==> config.mk <==
export PLATFORM = sky130hd
export DESIGN_NAME = cube_root_unit
export DESIGN_NICKNAME = d
export VERILOG_FILES = /design/src/rtl/cube_root_unit.sv
export SDC_FILE = /design/constraint.sdc
export NUM_CORES = 1
export LEC_CHECK = 0
export CORE_MARGIN = 3
export CORE_UTILIZATION = 50
export CTS_CLUSTER_SIZE = 12
export DETAILED_ROUTE_END_ITERATION = 16
export GPL_ROUTABILITY_DRIVEN = 0
export HOLD_SLACK_MARGIN = 0.12
export PLACE_DENSITY = 0.74
export RECOVER_POWER = 50
export SLEW_MARGIN = 20
export SYNTH_ARGS = -nofsm -noshare
export SYNTH_HDL_FRONTEND = slang
export SYNTH_SLANG_ARGS = --single-unit
==> constraint.sdc <==
create_clock -name clk -period 5.2 [get_ports clk]
set_clock_uncertainty 0.15 [all_clocks]
set_input_delay 1.04 -clock clk [delete_from_list [all_inputs] [get_ports clk]]
set_output_delay 1.04 -clock clk [all_outputs]
set_load 0.02 [all_outputs]
==> src/rtl/cube_root_unit.sv <==
// Sequential cube root in GF(3^97), field polynomial x^97 + x^12 + 2.
// c = a^(3^96), computed as 96 Frobenius cubes, K of them per clock.
module cube_root_unit #(
    parameter int K = 1
) (
    input  logic         clk,
    input  logic         reset,
    input  logic         start,
    input  logic [193:0] a,
    output logic [193:0] c,
    output logic         done
);

    localparam int ITERS = 96 / K;
    localparam int CNT_W = $clog2(ITERS + 1);
    localparam logic [CNT_W-1:0] CNT_INIT = CNT_W'(ITERS);
    localparam logic [CNT_W-1:0] CNT_ONE  = CNT_W'(1);

    if ((K < 1) || (K > 96) || ((96 % K) != 0)) begin : g_bad_k
        $error("cube_root_unit: K must divide 96");
    end

    typedef enum logic [1:0] {
        IDLE,
        RUN,
        DONE
    } state_t;

    state_t         r_state;
    state_t         w_state_nxt;
    logic [193:0]   r_w;
    logic [193:0]   r_c;
    logic [CNT_W-1:0] r_cnt;
    logic           r_done;
    logic           w_load;
    logic           w_last;
    logic [193:0]   w_chain [0:K];

    function automatic logic [1:0] gf3_add(input logic [1:0] x, input logic [1:0] y);
        logic [2:0] s;
        s = {1'b0, x} + {1'b0, y};
        return (s >= 3'd3) ? 2'(s - 3'd3) : s[1:0];
    endfunction

    function automatic logic [1:0] gf3_neg(input logic [1:0] x);
        return {x[0], x[1]};
    endfunction

    // Frobenius cube: digit i moves to degree 3i, then degrees >= 97 fold back
    // through x^97 = 2*x^12 + 1. All indices are constant, so only adds remain.
    function automatic logic [193:0] gf_cube(input logic [193:0] x);
        logic [1:0]   t [0:288];
        logic [193:0] y;
        for (int d = 0; d <= 288; d++) t[d] = 2'd0;
        for (int i = 0; i < 97; i++) t[3*i] = x[2*i +: 2];
        for (int d = 288; d >= 97; d--) begin
            t[d-97] = gf3_add(t[d-97], t[d]);
            t[d-85] = gf3_add(t[d-85], gf3_neg(t[d]));
        end
        for (int j = 0; j < 97; j++) y[2*j +: 2] = t[j];
        return y;
    endfunction

    assign w_chain[0] = r_w;
    for (genvar g = 0; g < K; g++) begin : g_cube
        assign w_chain[g+1] = gf_cube(w_chain[g]);
    end

    assign w_load = ((r_state == IDLE) || (r_state == DONE)) && start;
    assign w_last = (r_state == RUN) && (r_cnt == CNT_ONE);

    // NOTE: sequential state uses non-blocking assignments so every register
    // samples the pre-edge values of the others.
    always_ff @(posedge clk or negedge reset) begin
        if (!reset) r_state <= IDLE;
        else        r_state <= w_state_nxt;
    end

    // NOTE: next state defaults to the current state before the case, so no
    // path through the block leaves it unassigned and no latch is inferred.
    always_comb begin
        w_state_nxt = r_state;
        case (r_state)
            IDLE:    if (start)  w_state_nxt = RUN;
            RUN:     if (w_last) w_state_nxt = DONE;
            DONE:    if (start)  w_state_nxt = RUN;
            default: w_state_nxt = IDLE;
        endcase
    end

    always_ff @(posedge clk or negedge reset) begin
        if (!reset) begin
            r_w    <= '0;
            r_c    <= '0;
            r_cnt  <= '0;
            r_done <= 1'b0;
        end else if (w_load) begin
            r_w    <= a;
            r_cnt  <= CNT_INIT;
            r_done <= 1'b0;
        end else if (r_state == RUN) begin
            r_w   <= w_chain[K];
            r_cnt <= r_cnt - CNT_ONE;
            // c is written only here, so intermediate values never appear on it
            if (w_last) begin
                r_c    <= w_chain[K];
                r_done <= 1'b1;
            end
        end
    end

    assign c    = r_c;
    assign done = r_done;

endmodule

### After elaboration in Yosys (flattened, before gate mapping)

Index checks and enable logic that the tools add are counted.

| word-level totals | value |
|---|---|
| bits in registers | 398 |
| input bits | 197 |
| output and inout bits | 195 |
| logic and storage cells | 1124 |

| operators by class | value |
|---|---|
| add/sub/neg operators | 437 |
| magnitude comparators | 328 |
| equal/unequal tests | 5 |
| muxes and demuxes | 338 |
| bitwise operators | 1 |
| reductions and logical operators | 10 |

Operators by type and width:

| kind | count |
|---|---|
| 2-to-1 mux 2 bit | 330 |
| subtractor 2 bit, second input constant | 328 |
| greater-or-equal comparator 2 bit, second input constant | 220 |
| 2-to-1 mux 194 bit | 2 |
| adder 2 x 2 -> 3 bit | 108 |
| greater-or-equal comparator 3 x 2 -> 1 bit, second input constant | 108 |
| 2-to-1 mux 7 bit | 2 |
| == test 7 x 1 -> 1 bit, second input constant | 1 |
| subtractor 7 x 1 -> 7 bit, second input constant | 1 |
| one-hot mux 2 bit (2 select lines) | 1 |
| AND reduction 2 bit | 2 |
| nonzero test 2 bit | 2 |
| 2-to-1 mux 1 bit | 3 |
| AND reduction 3 bit | 1 |
| == test 2 x 1 -> 1 bit, second input constant | 1 |
| == test 2 bit, second input constant | 1 |
| logical AND 1 bit | 2 |
| logical NOT 2 bit | 1 |
| != test 2 x 1 -> 1 bit, second input constant | 1 |
| != test 2 bit, second input constant | 1 |
| OR reduction 2 bit | 1 |
| logical OR 1 bit | 1 |
| NOT 1 bit | 1 |

### Depth between registers and ports, before layout

| logic depth | value |
|---|---|
| word-level depth | 13 |
| depth in mapped cells | 23 |
| depth with buffers taken out | 23 |

### Least setup slack after synthesis

No wires, ideal clock.

| path | value |
|---|---|
| kind | register to register |
| start | register r_w[190] |
| end | register r_c[36], in the netlist c[36] |
| library setup time | 0.065 ns |
| arrival time | 4.990 ns |
| data required time | 4.985 ns |
| slack | -0.005 ns |
| stages on the path, launching flop included | 21 |
| buffers on the path | 0 |
| cells stage by stage | dfrtp_1 -> nor2b_1 -> inv_1 -> fa_1 -> inv_1 -> ha_1 -> nor2b_1 -> mux2i_1 -> inv_1 -> fa_1 -> inv_1 -> ha_1 -> nor2b_1 -> a21oi_1 -> a21oi_1 -> ha_1 -> fa_1 -> ha_1 -> or4b_2 -> o21ai_0 -> mux2_2 |

| between the ends | value |
|---|---|
| cells in the longest elaborated chain, start to end | 11 |

RTL lines:

| item | line | text |
|---|---|---|
| from (decl) | 31 | `logic [193:0] r_w;` |
| from (signal assigned) | 102 | `r_w <= w_chain[K];` |
| subtractor 2 bit / greater-or-equal comparator 2 bit (equally long branches) | 42 | `return (s >= 3'd3) ? 2'(s - 3'd3) : s[1:0];` |
| 2-to-1 mux 2 bit | 42 |  |
| adder 2 x 2 -> 3 bit | 41 | `s = {1'b0, x} + {1'b0, y};` |
| greater-or-equal comparator 3 x 2 -> 1 bit / subtractor 2 bit (equally long branches) | 42 |  |
| 2-to-1 mux 2 bit | 42 |  |
| adder 2 x 2 -> 3 bit | 41 |  |
| greater-or-equal comparator 3 x 2 -> 1 bit / subtractor 2 bit (equally long branches) | 42 |  |
| 2-to-1 mux 2 bit | 42 |  |
| adder 2 x 2 -> 3 bit * | 41 |  |
| greater-or-equal comparator 3 x 2 -> 1 bit / subtractor 2 bit (equally long branches) | 42 |  |
| 2-to-1 mux 2 bit * | 42 |  |
| to (signal assigned) | 106 | `r_c <= w_chain[K];` |
| to (decl) | 32 | `logic [193:0] r_c;` |

Mark *: on every way between the ends. The rest lies on a longest branch, timed or not.
A chain may end at the register's enable or synchronous reset.

### Worst setup path after layout

| path | value |
|---|---|
| start | register r_w[191] |
| end | register r_w[12] |

| between the ends | value |
|---|---|
| cells in the longest elaborated chain, start to end | 13 |

RTL lines:

| item | line | text |
|---|---|---|
| subtractor 2 bit / greater-or-equal comparator 2 bit (equally long branches) | 42 |  |
| 2-to-1 mux 2 bit | 42 |  |
| adder 2 x 2 -> 3 bit | 41 |  |
| greater-or-equal comparator 3 x 2 -> 1 bit / subtractor 2 bit (equally long branches) | 42 |  |
| 2-to-1 mux 2 bit | 42 |  |
| adder 2 x 2 -> 3 bit * | 41 |  |
| greater-or-equal comparator 3 x 2 -> 1 bit / subtractor 2 bit (equally long branches) | 42 |  |
| 2-to-1 mux 2 bit * | 42 |  |
| adder 2 x 2 -> 3 bit * | 41 |  |
| greater-or-equal comparator 3 x 2 -> 1 bit / subtractor 2 bit (equally long branches) | 42 |  |
| 2-to-1 mux 2 bit * | 42 |  |
| 2-to-1 mux 194 bit * | 101 | `end else if (r_state == RUN) begin` |
| 2-to-1 mux 194 bit * | 97 | `end else if (w_load) begin` |

Mark *: on every way between the ends. The rest lies on a longest branch, timed or not. The select of a mux whose other input is x is not followed.

==> key figures <==
Outcome
  • Failing checks: max-capacitance violations, max-slew violations, negative setup slack
  • Status: finished with violations

Drt
  • Remaining DRCs: 0
  • Vias per cell: 5.814
  • Antenna viol nets, final: 0
  • Total wire length: approximately 85 mm
  • Drt first pass iters: 5
  • Vias post-DR: 22,120
  • WL/cell: approximately 22 um
  • Drt initial violations: roughly 1,700

Synth
  • Syn_nets: roughly 3,200
  • Synthesized cell area: around 0.027 mm2
  • Syn. warnings: 0
  • Ys flop type: dfrtp_1
  • Seq cells post-synth: ~400
  • Share of the synthesized area in the top cell type: a little over a third
  • Synthesized area per cell: roughly 10 um2
  • Synth area leaders: dfrtp_1 (37%), ha_1 (10%), fa_1 (8.0%)
  • Synth cell types: between 40 and 50
  • Synth area leader: dfrtp_1
  • Post-synth EDFFs: 0
  • Sequential-to-total area share from yosys stat: between 30% and 40%
  • Asr flop ratio synth: 100.0%
  • Post-synthesis cell count: 2,668

Timing
  • Max Fclk: 0.1915 GHz
  • Tmin final: ~5200 ps
  • Final Hold Viols: 0
  • Final period utilization: 100.4%
  • Worst slew pin tran: ~3400 ps
  • Relative slew margins: -127.2%
  • Total Neg Setup Slack: -22.60 ps
  • Final setup violation count: 1
  • PnR worst setup slack: -22.60 ps
  • Final Max Slew Viols: 335
  • RSZ-0062 raised after global routing: true

Placement
  • Dpl cells: between 3,000 and 4,000
  • Detailed placement HPWL: between 60 and 70 mm
  • Port Buffer Count: between 300 and 400
  • Pre-CTS WS: -294.5 ps
  • Placed Area: roughly 0.032 mm2

Die
  • Chip Width: ~240 um
  • Core area: about 0.053 mm2
  • Starting Density: between 50% and 60%
  • Core Rows: 84
  • Height of the die: around 240 um
  • Die area: 0.05721 mm2
  • Ports: between 300 and 400

Setup path
  • Req. time, crit path: roughly 5600 ps
  • Crit end category: flip-flop
  • Crit-path max FO: 4
  • Crit-path slowest cell: fa_1
  • Arrival time worst endpoint: about 5600 ps
  • Critical path start-end classification: reg2reg
  • Max incr delay on CP: 560 ps
  • Worst-path cell chain: nor2b_2 > ha_2 > inv_2 > fa_1 > inv_2 > ha_4 > nor3b_2 > o2bb2ai_2 > inv_1 > ha_2 > inv_2 > fa_1 > inv_2 > ha_4 > nor2b_4 > nand3_2 > o21ai_4 > ha_2 > fa_1 > ha_2 > or4b_4 > o21ai_4 > a221o_1
  • CP Launch Type: flip-flop

Global route
  • Largest net degree at the start of global routing: around 230
  • Initial antenna violation count: 7
  • Global Route Usage Sum: roughly 30%
  • Grt ovf: 0
  • Vias in the first global route: around 23,000
  • First-pass GRT wire length: 129.4 mm

Cells and area
  • Fin area: about 0.034 mm2
  • Commonest non-fill, non-tap cells in the layout: dfrtp_1 (398), clkdlybuf4s50_1 (390), inv_1 (314), nor2b_1 (197), nand2_1 (194)
  • Area growth, synth to finish: 25.42%
  • Most common cell after layout, fill and taps aside: dfrtp_1
  • Layout Nets: roughly 3,600
  • Non-Filler Instances: between 3,000 and 4,000
  • Share of layout cells above drive strength 1: 11.55%
  • Fillers: between 4,000 and 5,000

Clock tree
  • Clk buf depth: 3
  • TritonCTS clock tree: yes
  • Clk sinks: around 400
  • Worst skew pair latency: roughly 610 ps
  • TritonCTS Buffers: 46
  • H-tree levels: 2
  • Clock slew at reported path FFs: around 60 ps
  • Root Buffer: clkbuf_16

Job
  • Max-cap violation count: 4

Hold path
  • Hold Crit Class: reg2reg
## routing by layer
| layer | vias up | track usage [%] | wire length (um) |
|---|---|---|---|
| met5 | - | 0 | 13 |
| met4 | 2 | 12.83 | 3913 |
| met3 | 168 | 4.963 | 5399 |
| met2 | 715 | 48.49 | 40790 |
| met1 | 11120 | 37.65 | 34810 |
| li1 | 10120 | - | - |
## metrics by stage
| step | util [%] | hold slack [ps] |
|---|---|---|
| 2_1_floorplan | - | 322.7 |
| 3_3_place_gp | 60.07 | 309.8 |
| 3_5_place_dp | 60.07 | 313.5 |
| 4_1_cts | 63.50 | 328.3 |
| 5_1_grt | 64.11 | 369.7 |
| 6_report | 64.12 | 336.4 |
## cell type report
type / count / area (um2) / share of cell area [%]
Multi-Input combinational cell: 1846 / 15970 / 46.82
Sequential cell: 398 / 9960 / 29.21
Timing Repair Buffer: 461 / 4481 / 13.14
Clock buffer: 67 / 1381 / 4.051
Inverter: 319 / 1197 / 3.511
Tap cell: 688 / 860.8 / 2.524
Clock inverter: 17 / 235.2 / 0.6898
Antenna cell: 8 / 20.02 / 0.05871
## final timing paths
check / startpoint / endpoint / slack (ps) / cells after the start
min in group asynchronous: reset / c[103] / 1090 / 1
setup reg to reg: r_w[191] / r_w[12] / -20 / 23
setup / recovery: r_w[191] / r_w[12] / -20 / 23
hold reg to reg: done / done / 340 / 2
hold / removal: done / done / 340 / 2
max in group asynchronous: reset / c[170] / 750 / 2
## synth_stat cells (46+ instances only)
| cell type | number |
|---|---|
| dfrtp_1 | 398 |
| inv_1 | 319 |
| ha_1 | 218 |
| nor2b_1 | 208 |
| nand2_1 | 194 |
| nand3_1 | 123 |
| mux2i_1 | 113 |
| fa_1 | 108 |
| a221o_1 | 76 |
| o211ai_1 | 76 |
| clkbuf_1 | 72 |
| nor3b_1 | 66 |
| mux2_2 | 65 |
| a21oi_1 | 62 |
| mux2_4 | 62 |
| o21ai_0 | 60 |
| a22oi_1 | 46 |
| nor2_1 | 46 |
## sequential cells by signal (all words and copies together) (netlist names)
name,cells
done,1
r_state,2
r_cnt,7
c,194
r_w,194
## cell families (layout without fill, tap and decap cells)
kind of cell	count (synthesis)	after routing	synth area share, %
and+or+nand+nor	870	870	17.71
buffers and inverters	424	864	6.148
adders and majority gates	326	326	17.98
DFF	398	398	36.63
muxes	240	240	10.28
xor gates and xnor gates	1	1	0.03222
AOI/OAI and AO/OA	409	409	11.22
other	0	8	0
## worst max-delay path: cells and delay by family (launching register included)
kind                     cells  cell delay, ps
adder cells (fa/ha/maj)      9            2660
AND/OR/NAND/NOR              5            1190
AO/OA/AOI/OAI                4             490
flip-flops                   1             390
buffers and inverters        5             270
## timing repair
action | 4_1_cts | 5_1_grt
resized for setup | 39 | 64
buffers inserted | 14 | 14
setup endpoints to repair | 19 | 28
pin swaps | 12 | 35
hold buffers | 0 | 0
Power is not shown: default switching activity piles up to over one toggle a cycle in this logic, so the estimate is an artifact.
